$ cat src/rtl/word_byte_splitter.sv
// word_byte_splitter: unpacks a 16-bit word into two bytes on a valid/ready
// byte stream, one byte per cycle, high byte first. Back-to-back words are
// accepted without a bubble while the low byte drains.
// Optional build macro: SPLIT_LSB_FIRST_EN -- emit the low byte first and the
// high byte second (out_last still marks the second byte; timing unchanged).
module word_byte_splitter #(
    parameter int unsigned WORD_W = 16,
    parameter int unsigned BYTE_W = 8
) (
    input  logic              clk,
    input  logic              reset,
    input  logic              in_valid,
    output logic              in_ready,
    input  logic [WORD_W-1:0] in_data,
    output logic              out_valid,
    input  logic              out_ready,
    output logic [BYTE_W-1:0] out_data,
    output logic              out_last,
    output logic              busy
);

    // Word must split into exactly two bytes
    generate
        if (WORD_W != 2 * BYTE_W) begin : g_width_check
            $error("word_byte_splitter: WORD_W must equal 2*BYTE_W");
        end
    endgenerate

    typedef enum logic [1:0] {
        ST_IDLE = 2'b00,
        ST_HI   = 2'b01,
        ST_LO   = 2'b10
    } state_t;

    state_t              r_state;
    state_t              w_state_nxt;
    logic [WORD_W-1:0]   r_wbuf;
    logic [WORD_W-1:0]   w_wbuf_nxt;
    logic [BYTE_W-1:0]   r_out_data;
    logic [BYTE_W-1:0]   w_out_data_nxt;
    logic                r_out_valid;
    logic                w_out_valid_nxt;
    logic                r_out_last;
    logic                w_out_last_nxt;

    logic [BYTE_W-1:0]   w_in_first;
    logic [BYTE_W-1:0]   w_buf_first;
    logic [BYTE_W-1:0]   w_buf_second;

    // Byte ordering: pure bit slices of the word, no arithmetic
`ifdef SPLIT_LSB_FIRST_EN
    assign w_in_first   = in_data[BYTE_W-1:0];
    assign w_buf_first  = r_wbuf[BYTE_W-1:0];
    assign w_buf_second = r_wbuf[WORD_W-1 -: BYTE_W];
`else
    assign w_in_first   = in_data[WORD_W-1 -: BYTE_W];
    assign w_buf_first  = r_wbuf[WORD_W-1 -: BYTE_W];
    assign w_buf_second = r_wbuf[BYTE_W-1:0];
`endif

    // Upstream may hand over a word when empty or when the last byte leaves now
    assign in_ready  = !reset && ((r_state == ST_IDLE) ||
                                  ((r_state == ST_LO) && out_ready));
    assign busy      = (r_state != ST_IDLE);
    assign out_valid = r_out_valid;
    assign out_data  = r_out_data;
    assign out_last  = r_out_last;

    // State and output registers; reset wins over everything
    always_ff @(posedge clk) begin
        if (reset) begin
            r_state     <= ST_IDLE;
            r_wbuf      <= '0;
            r_out_data  <= '0;
            r_out_valid <= 1'b0;
            r_out_last  <= 1'b0;
        end else begin
            r_state     <= w_state_nxt;
            r_wbuf      <= w_wbuf_nxt;
            r_out_data  <= w_out_data_nxt;
            r_out_valid <= w_out_valid_nxt;
            r_out_last  <= w_out_last_nxt;
        end
    end

    // Next-state and next-output logic
    always_comb begin
        w_state_nxt     = r_state;
        w_wbuf_nxt      = r_wbuf;
        w_out_data_nxt  = r_out_data;
        w_out_valid_nxt = r_out_valid;
        w_out_last_nxt  = r_out_last;
        case (r_state)
            ST_IDLE: begin
                if (in_valid) begin
                    w_wbuf_nxt      = in_data;
                    w_out_data_nxt  = w_in_first;
                    w_out_valid_nxt = 1'b1;
                    w_out_last_nxt  = 1'b0;
                    w_state_nxt     = ST_HI;
                end
            end
            ST_HI: begin
                if (out_ready) begin
                    w_out_data_nxt = w_buf_second;
                    w_out_last_nxt = 1'b1;
                    w_state_nxt    = ST_LO;
                end else begin
                    // Stalled: keep presenting the first byte of the stored word
                    w_out_data_nxt = w_buf_first;
                end
            end
            ST_LO: begin
                if (out_ready) begin
                    if (in_valid) begin
                        w_wbuf_nxt      = in_data;
                        w_out_data_nxt  = w_in_first;
                        w_out_valid_nxt = 1'b1;
                        w_out_last_nxt  = 1'b0;
                        w_state_nxt     = ST_HI;
                    end else begin
                        w_out_data_nxt  = '0;
                        w_out_valid_nxt = 1'b0;
                        w_out_last_nxt  = 1'b0;
                        w_state_nxt     = ST_IDLE;
                    end
                end
            end
            default: begin
                // Unreachable encoding recovers to an empty splitter
                w_out_data_nxt  = '0;
                w_out_valid_nxt = 1'b0;
                w_out_last_nxt  = 1'b0;
                w_state_nxt     = ST_IDLE;
            end
        endcase
    end

endmodule

$ cat config.mk
export PLATFORM = sky130hd
export DESIGN_NAME = word_byte_splitter
export DESIGN_NICKNAME = d
export VERILOG_FILES = /design/src/rtl/word_byte_splitter.sv
export SDC_FILE = /design/constraint.sdc
export NUM_CORES = 1
export LEC_CHECK = 0
export CORE_UTILIZATION = 50
export CTS_CLUSTER_SIZE = 28
export DETAILED_ROUTE_END_ITERATION = 16
export PLACE_DENSITY = 0.82
export SYNTH_ARGS = -nofsm -noshare
export SYNTH_HDL_FRONTEND = slang
export SYNTH_SLANG_ARGS = --single-unit
$ cat constraint.sdc
create_clock -name clk -period 1.9 [get_ports clk]
set_input_delay 0.475 -clock clk [delete_from_list [all_inputs] [get_ports clk]]
set_output_delay 0.475 -clock clk [all_outputs]
set_load 0.02 [all_outputs]
# Word level (Yosys, flattened, before mapping)
# Index checks and enable logic that the tools add are counted.
[totals]
reg_bits = 28
in_bits = 20
output_inout_bits = 12
wordCells = 43
[op_classes]
eq_ne = 5
n_mux = 21
bitwise_logic = 1
n_reduce_logical = 11
[op_table]
columns = ["cell", "n"]
rows = [
  ["$mux W16", 2],
  ["$mux W8", 4],
  ["$pmux W16 S2", 1],
  ["$pmux W8 S3", 1],
  ["$mux W1", 7],
  ["$mux W2", 3],
  ["$ne A2 B2 Y1 const B", 3],
  ["$pmux W1 S3", 2],
  ["$pmux W2 S3", 1],
  ["$reduce_and A3 Y1", 2],
  ["$reduce_and A2 Y1", 2],
  ["$reduce_bool A2 Y1", 2],
  ["$eq A2 B1 Y1 const B", 1],
  ["$eq A2 B2 Y1 const B", 1],
  ["$logic_and A1 B1 Y1", 2],
  ["$logic_not A2 Y1", 1],
  ["$logic_not A1 Y1", 1],
  ["$logic_or A1 B1 Y1", 1],
  ["$not A1 Y1", 1],
]

# Longest topological paths before layout
# Gate-level depths: netlist of run 1.
[logic_depth]
depth_word = 4
ltp_mapped = 7
depth_no_buf = 4

# Least setup slack after synthesis of run 1
# Ideal clock, no wire load.
[synth_timing]
path_type = "in2out"
from = "in out_ready"
to = "out in_ready"
arrival_time_ns = 1.167
required_ns = 1.425
setup_slack_ns = 0.258
stages = 2
path_buffers = 0
path_cell_list = "and2b_1 > nor3_1"
[synth_between]
elab_chain_len = 3
[synth_lines]
columns = ["element", "line", "source"]
rows = [
  ["start, declared", "16", "input logic out_ready,"],
  ["$logic_and A1 B1 Y1", "63", "((r_state == ST_LO) && out_ready));"],
  ["$logic_or A1 B1 Y1", "62", "assign in_ready = !reset && ((r_state == ST_IDLE) ||"],
  ["$logic_and A1 B1 Y1", "62", ""],
  ["end, declared", "13", "output logic in_ready,"],
]
# Every way passes these cells.

# Worst setup path after layout of run 1
[layout_timing]
from = "reg r_out_last (netlist: out_last)"
to = "out out_last"
[layout_lines]
columns = ["element", "line", "source"]
rows = [
  ["start, declared", "43", "logic r_out_last;"],
  ["start signal, assigned", "82", "r_out_last <= w_out_last_nxt;"],
  ["end, declared", "18", "output logic out_last,"],
]
# No word-level cell between the ends.

==> metrics.txt, run 1 <==
buffers and inverters on the worst path=1; IO buf count=31; CTS tree=done; Max-Cap Viols=0; initial drt markers=42; WP depth=1; core footprint=0.002255 mm^2; most frequent cells in the layout=nand2_1, clkdlybuf4s50_1, dfxtp_1; synth unique cells=29; design area=0.001644 mm^2; CP required=1.42 ns; clock latency on the worst-skew pair=0.33 ns; Layout Skew=0.005844 ns; crit path DAT=1.34 ns; clock power share=29.0%; Ports=32; area of the multi-input gates=601.8 um^2; diode count=0; Nets=207; part of the cycle the worst path needs=95.43%; DIE HEIGHT=51.27 um; number of global-route vias before repair=1,082; CP delay by family, top=buffers and inverters; status=complete, no violations; hold bufs inserted after CTS=0; YS warnings=0; register area share after synthesis=46.19%; GPL Wtd Cong=0.8058; Layout Cells excl Fill=214; Storage cell area=560.5 um^2; share of the synthesized area in the top cell type=46.19%; max_slew headroom=73.49%; fraction of registers with async set/reset=0%; Final Setup Violations=0; GRT Util Overall=24.64%; Via Count=1,200; EDFF count, synth=0; CTS max path bufs=2; first-pass GRT wire length=4850 um; Num Clock Sinks=28; top_reg_cell synth=dfxtp_1; crit-path max cell delay=0.61 ns; Util after Layout=72.92%; # DRC=0; Max Freq=551.5 MHz; DR vias/cell=5.607; share of post-route cells with drive strength above 1=9.140%; Total Die Area=0.002628 mm^2; Tightest Hold Check Type=reg2reg; area leader, netlist=dfxtp_1; Critical-path top delay cell=clkdlybuf4s50_1; Worst Reg2Reg Path Length in Cells=5; GRT overflow=0; DRT Pass-1 Iters=4; antenna viol nets, final=0; reg2reg start=r_state[1]; combinational share of power=21.8%; Mean Syn Cell Area=7.932 um^2; Setup crit start kind=flop; Die X-Extent=51.27 um; FF-to-FF setup slack=0.19 ns; VDD IR max=0.0005151 V; syn_nets=173; DP Area=0.001587 mm^2; P_sw=344.2 uW; clock-pin slew on the worst setup and hold paths=0.15 ns; hpwl dp=2055 um; fin. max-slew vios=0; crit path time final=1.813 ns; FP Rows=17; worst setup path start=out_last; initial core utilization=53.83%; Mapped Area=0.001214 mm^2; Area Overhead vs Synth=35.46%; RSZ-0062 raised after global routing=false; Reg power frac=49.2%; #FFs+latches synth=28; Hold Fails Final Rpt=0; CTS root buf=clkbuf_4; fill count=197; Num CTS Buffers=3; Critical Path End=out_last; Leak=0.0006505 uW; crit-path cells=clkdlybuf4s50_1; Worst setup EP type=output port; internal power=987.6 uW; commonest non-fill, non-tap cell in the layout=nand2_1; wire length per cell=13.73 um; post-CTS setup buffers=0; final wirelength=2938 um; largest net degree at the start of global routing=23; PD cells=810.1 mW/mm^2; CP Class=reg2out; top cells by area, synth=dfxtp_1, nand2_1, a21oi_1; Syn Inst Count=153; setup_tns=0 ns; worst slew pin tran=0.3976 ns; Hold WS=0.4585 ns; FF-to-FF End=out_data[5]; dpl cells=210; initial antenna violation count=0; crit-path max FO=3; H-tree depth=1; Net Sw Frac=25.84%
power by group through the flow:
stage	combinational, uW	sequential [uW]	clock (uW)
after floorplan	136	684	0
after global placement	283	663	0
after detailed placement	290	666	0
after CTS	290	654	394
after global routing	319	659	410
final	291	655	386
registers in the layout, summed over array words and instances (netlist names):
| signal | flops |
|---|---|
| r_wbuf | 16 |
| out_data | 8 |
| r_state | 2 |
| out_last | 1 |
| out_valid | 1 |
stage by stage:
stage               power [uW]  setup slack, ns
floorplan                819.7           0.2583
global placement         945.8          -0.4681
detailed placement       955.7          -0.4914
CTS                       1338         0.005097
global route              1387          0.05388
finish                    1332          0.08681
how the worst min path moves through the flow:
stage / start / endpoint / slack, ns / cells after the start
2_1_floorplan: r_wbuf[12] / r_wbuf[12] / 0.43 / 2
3_3_place_gp: out_data[3] / out_data[3] / 0.44 / 2
3_5_place_dp: out_data[2] / out_data[2] / 0.44 / 2
4_1_cts: out_data[2] / out_data[2] / 0.46 / 2
5_1_grt: r_wbuf[11] / r_wbuf[11] / 0.48 / 2
6_report: out_data[2] / out_data[2] / 0.46 / 2
metal layers:
| layer | GRT usage, % | share of wire [%] | up-vias |
|---|---|---|---|
| met5 | 0 | 0 | - |
| met4 | 8.108 | 1.2 | 0 |
| met3 | 2.976 | 4.9 | 6 |
| met2 | 43.86 | 50 | 47 |
| met1 | 30.57 | 44 | 553 |
| li1 | - | - | 594 |
cell type report:
type | instances | area share [%]
Sequential cell | 28 | 34.09
Tap cell | 28 | 2.131
Multi-Input combinational cell | 114 | 36.61
Timing Repair Buffer | 38 | 23.52
Clock buffer | 3 | 1.370
Inverter | 2 | 0.4566
Clock inverter | 1 | 1.826
kinds of logic (layout without fill, tap and decap cells):
family / Yosys count / after routing / synth area share (%)
buf+inv: 11 / 44 / 4.743
compound gates: 45 / 45 / 22.17
flops: 28 / 28 / 46.19
simple gates: 68 / 68 / 26.08
mux: 1 / 1 / 0.8248
synth_stat cells (2+ instances only):
master and count:
inv_1 2, nand2_1 42, dfxtp_1 28, nand2b_1 4
and3_1 5, clkbuf_1 3, nor2b_1 2, nor2_1 4
a21oi_1 22, nand3_1 3, o21ai_0 9, buf_2 4
nor3_1 2, and2b_1 2, a221oi_1 7
what timing repair did:
action                                  in CTS  in global routing
pin swaps                                    0                  0
endpoints found under the setup margin       2                  1
hold endpoints to repair                     0                  0
resized for setup                            8                  2
No activity file was read; power rests on OpenSTA's default activity.
==> run 2, diff against run 1 <==
- GPL_ROUTABILITY_DRIVEN: default -> 0
==> results of run 2 <==
Final layout, timing and power as in run 1 (identical DEF).
==> run 3, diff against run 2 <==
- REMOVE_ABC_BUFFERS: default -> 1
==> run 3 against run 2 <==
  * Hold slack better by 0.0033 ns
  * Non-clock buffer count grew 1
  * Global-route usage shrank 0.61 points
  * Clock skew is 0.0032 ns lower
  * Clock power decreased by 26%
  * Die area unchanged
  * Worst setup slack better by 0.024 ns
  * Cell area is 1.4% lower
  * Critical path depth rose by 2
  * Maximum frequency grew 1.3%
  * Wire length fell by 7.0%
  * Largest cell class unchanged
  * Largest power group unchanged
==> metrics.txt, run 3 (synthesized netlist as in run 1, its figures left out) <==
Net Sw Frac=27.31%; CP Class=in2out; final wirelength=2733 um; Util after Layout=71.92%; max reg flops=16; Setup crit start kind=primary input; part of the cycle the worst path needs=94.17%; DIE HEIGHT=51.27 um; Worst Hold Launch=r_wbuf[3]; Nets=208; Reg power frac=53.4%; commonest non-fill, non-tap cell in the layout=nand2_1; first-pass GRT wire length=4761 um; DR vias/cell=5.484; reg2reg start=r_state[1]; CP required=1.42 ns; largest register by flop count=r_wbuf; crit-path cells=clkdlybuf4s50_1 -> nor3_2 -> buf_4; Num Clock Sinks=28; combinational share of power=23.3%; hold endpoint=r_wbuf[3]; Leak=0.0006442 uW; Worst Reg2Reg Path Length in Cells=5; post-CTS setup buffers=0; Num CTS Buffers=3; crit-path max cell delay=0.47 ns; IO buf count=31; clock-pin slew on the worst setup and hold paths=0.14 ns; wire length per cell=12.71 um; antenna viol nets, final=0; Worst setup EP type=output port; RSZ-0062 raised after global routing=false; setup_tns=0 ns; Tightest Hold Check Type=reg2reg; FP Rows=17; Critical-path top delay cell=clkdlybuf4s50_1; Max-Cap Viols=0; PD cells=753.8 mW/mm^2; max_slew headroom=72.11%; Total Die Area=0.002628 mm^2; CTS max path bufs=2; Layout Skew=0.002628 ns; initial core utilization=53.83%; diode count=0; VDD IR max=0.0005668 V; crit path time final=1.789 ns; Die X-Extent=51.27 um; DRT Pass-1 Iters=4; status=complete, no violations; design area=0.001622 mm^2; initial drt markers=26; largest net degree at the start of global routing=23; CTS root buf=clkbuf_4; initial antenna violation count=0; Hold Fails Final Rpt=0; Final Setup Violations=0; P_sw=333.8 uW; clock latency on the worst-skew pair=0.32 ns; dpl ws=-0.5505 ns; FF-to-FF End=out_data[6]; CTS tree=done; fin. max-slew vios=0; share of post-route cells with drive strength above 1=9.091%; Ports=32; internal power=888.5 uW; most frequent cells in the layout=nand2_1, clkdlybuf4s50_1, dfxtp_1; number of global-route vias before repair=1,109; Worst Setup Slack, final=0.1108 ns; CP delay by family, top=buffers and inverters; FF-to-FF setup slack=0.33 ns; crit path DAT=1.31 ns; Area Overhead vs Synth=33.61%; crit-path max FO=2; DP Area=0.001582 mm^2; clock power share=23.3%; WHS Path Cells=2; H-tree depth=1; hpwl dp=2050 um; hold bufs inserted after CTS=0; GRT Util Overall=24.03%; core footprint=0.002255 mm^2; buffers and inverters on the worst path=2; # DRC=0; Max Freq=558.9 MHz; worst slew pin tran=0.4184 ns; Via Count=1,179; GRT overflow=0
[run 3: cell types whose count changed in the layout (fill, tap and decap cells not counted)]
| cell | delta |
|---|---|
| and2b_1 | +1 |
| clkbuf_8 | +1 |
| and2b_2 | -1 |
| bufinv_16 | -1 |
| buf_12 | -1 |
| buf_4 | +2 |
[run 3: power groups by stage]
stage | clock, uW | sequential [uW] | combinational, uW
2_1_floorplan | 0 | 691 | 110
3_3_place_gp | 0 | 662 | 279
3_5_place_dp | 0 | 665 | 286
4_1_cts | 293 | 653 | 285
5_1_grt | 315 | 659 | 315
6_report | 285 | 653 | 284
[run 3: worst register-to-register path, delay by kind of cell (launching register included)]
kind | cells | cell delay, ns
AND/OR/NAND/NOR | 2 | 0.46
AO/OA/AOI/OAI | 2 | 0.46
flip-flops | 1 | 0.38
buffers and inverters | 1 | 0.18
[run 3: repair_timing]
| action | in CTS | in global routing |
|---|---|---|
| resized for setup | 8 | 1 |
| setup endpoints to repair | 2 | 1 |
| pin swaps | 0 | 1 |
[run 3: routing by layer]
metal	GRT usage (%)	vias to the layer above	share of wire (%)
li1	-	591	-
met1	30.04	548	45
met2	40.13	34	49
met3	4.762	6	4.2
met4	9.910	0	1.6
met5	0	-	0
[run 3: metrics by stage]
stage,power [uW],std cells,hold slack (ns)
2_1_floorplan,800.6,144,0.4257
3_3_place_gp,941.4,211,0.4368
3_5_place_dp,951.6,211,0.4459
4_1_cts,1231,215,0.4650
5_1_grt,1288,215,0.4875
6_report,1222,215,0.4618
[run 3: worst max-delay path by stage]
stage,from,endpoint,slack (ns),cells after the start
finish,reset,in_ready,0.11,3
detailed placement,out_ready,in_ready,-0.55,4
floorplan,out_ready,in_ready,0.26,2
global placement,out_ready,in_ready,-0.46,4
global route,out_data[4],out_data[4],0.07,1
CTS,out_ready,in_ready,-0.04,4
[run 3: cell type report]
type / count / area (um^2)
multi-input combinational: 114 / 600.6
timing repair buffer: 39 / 381.6
fill: 203 / 633.1
inverter: 2 / 7.507
sequential: 28 / 560.5
tap: 28 / 35.03
clock buffer: 4 / 36.28
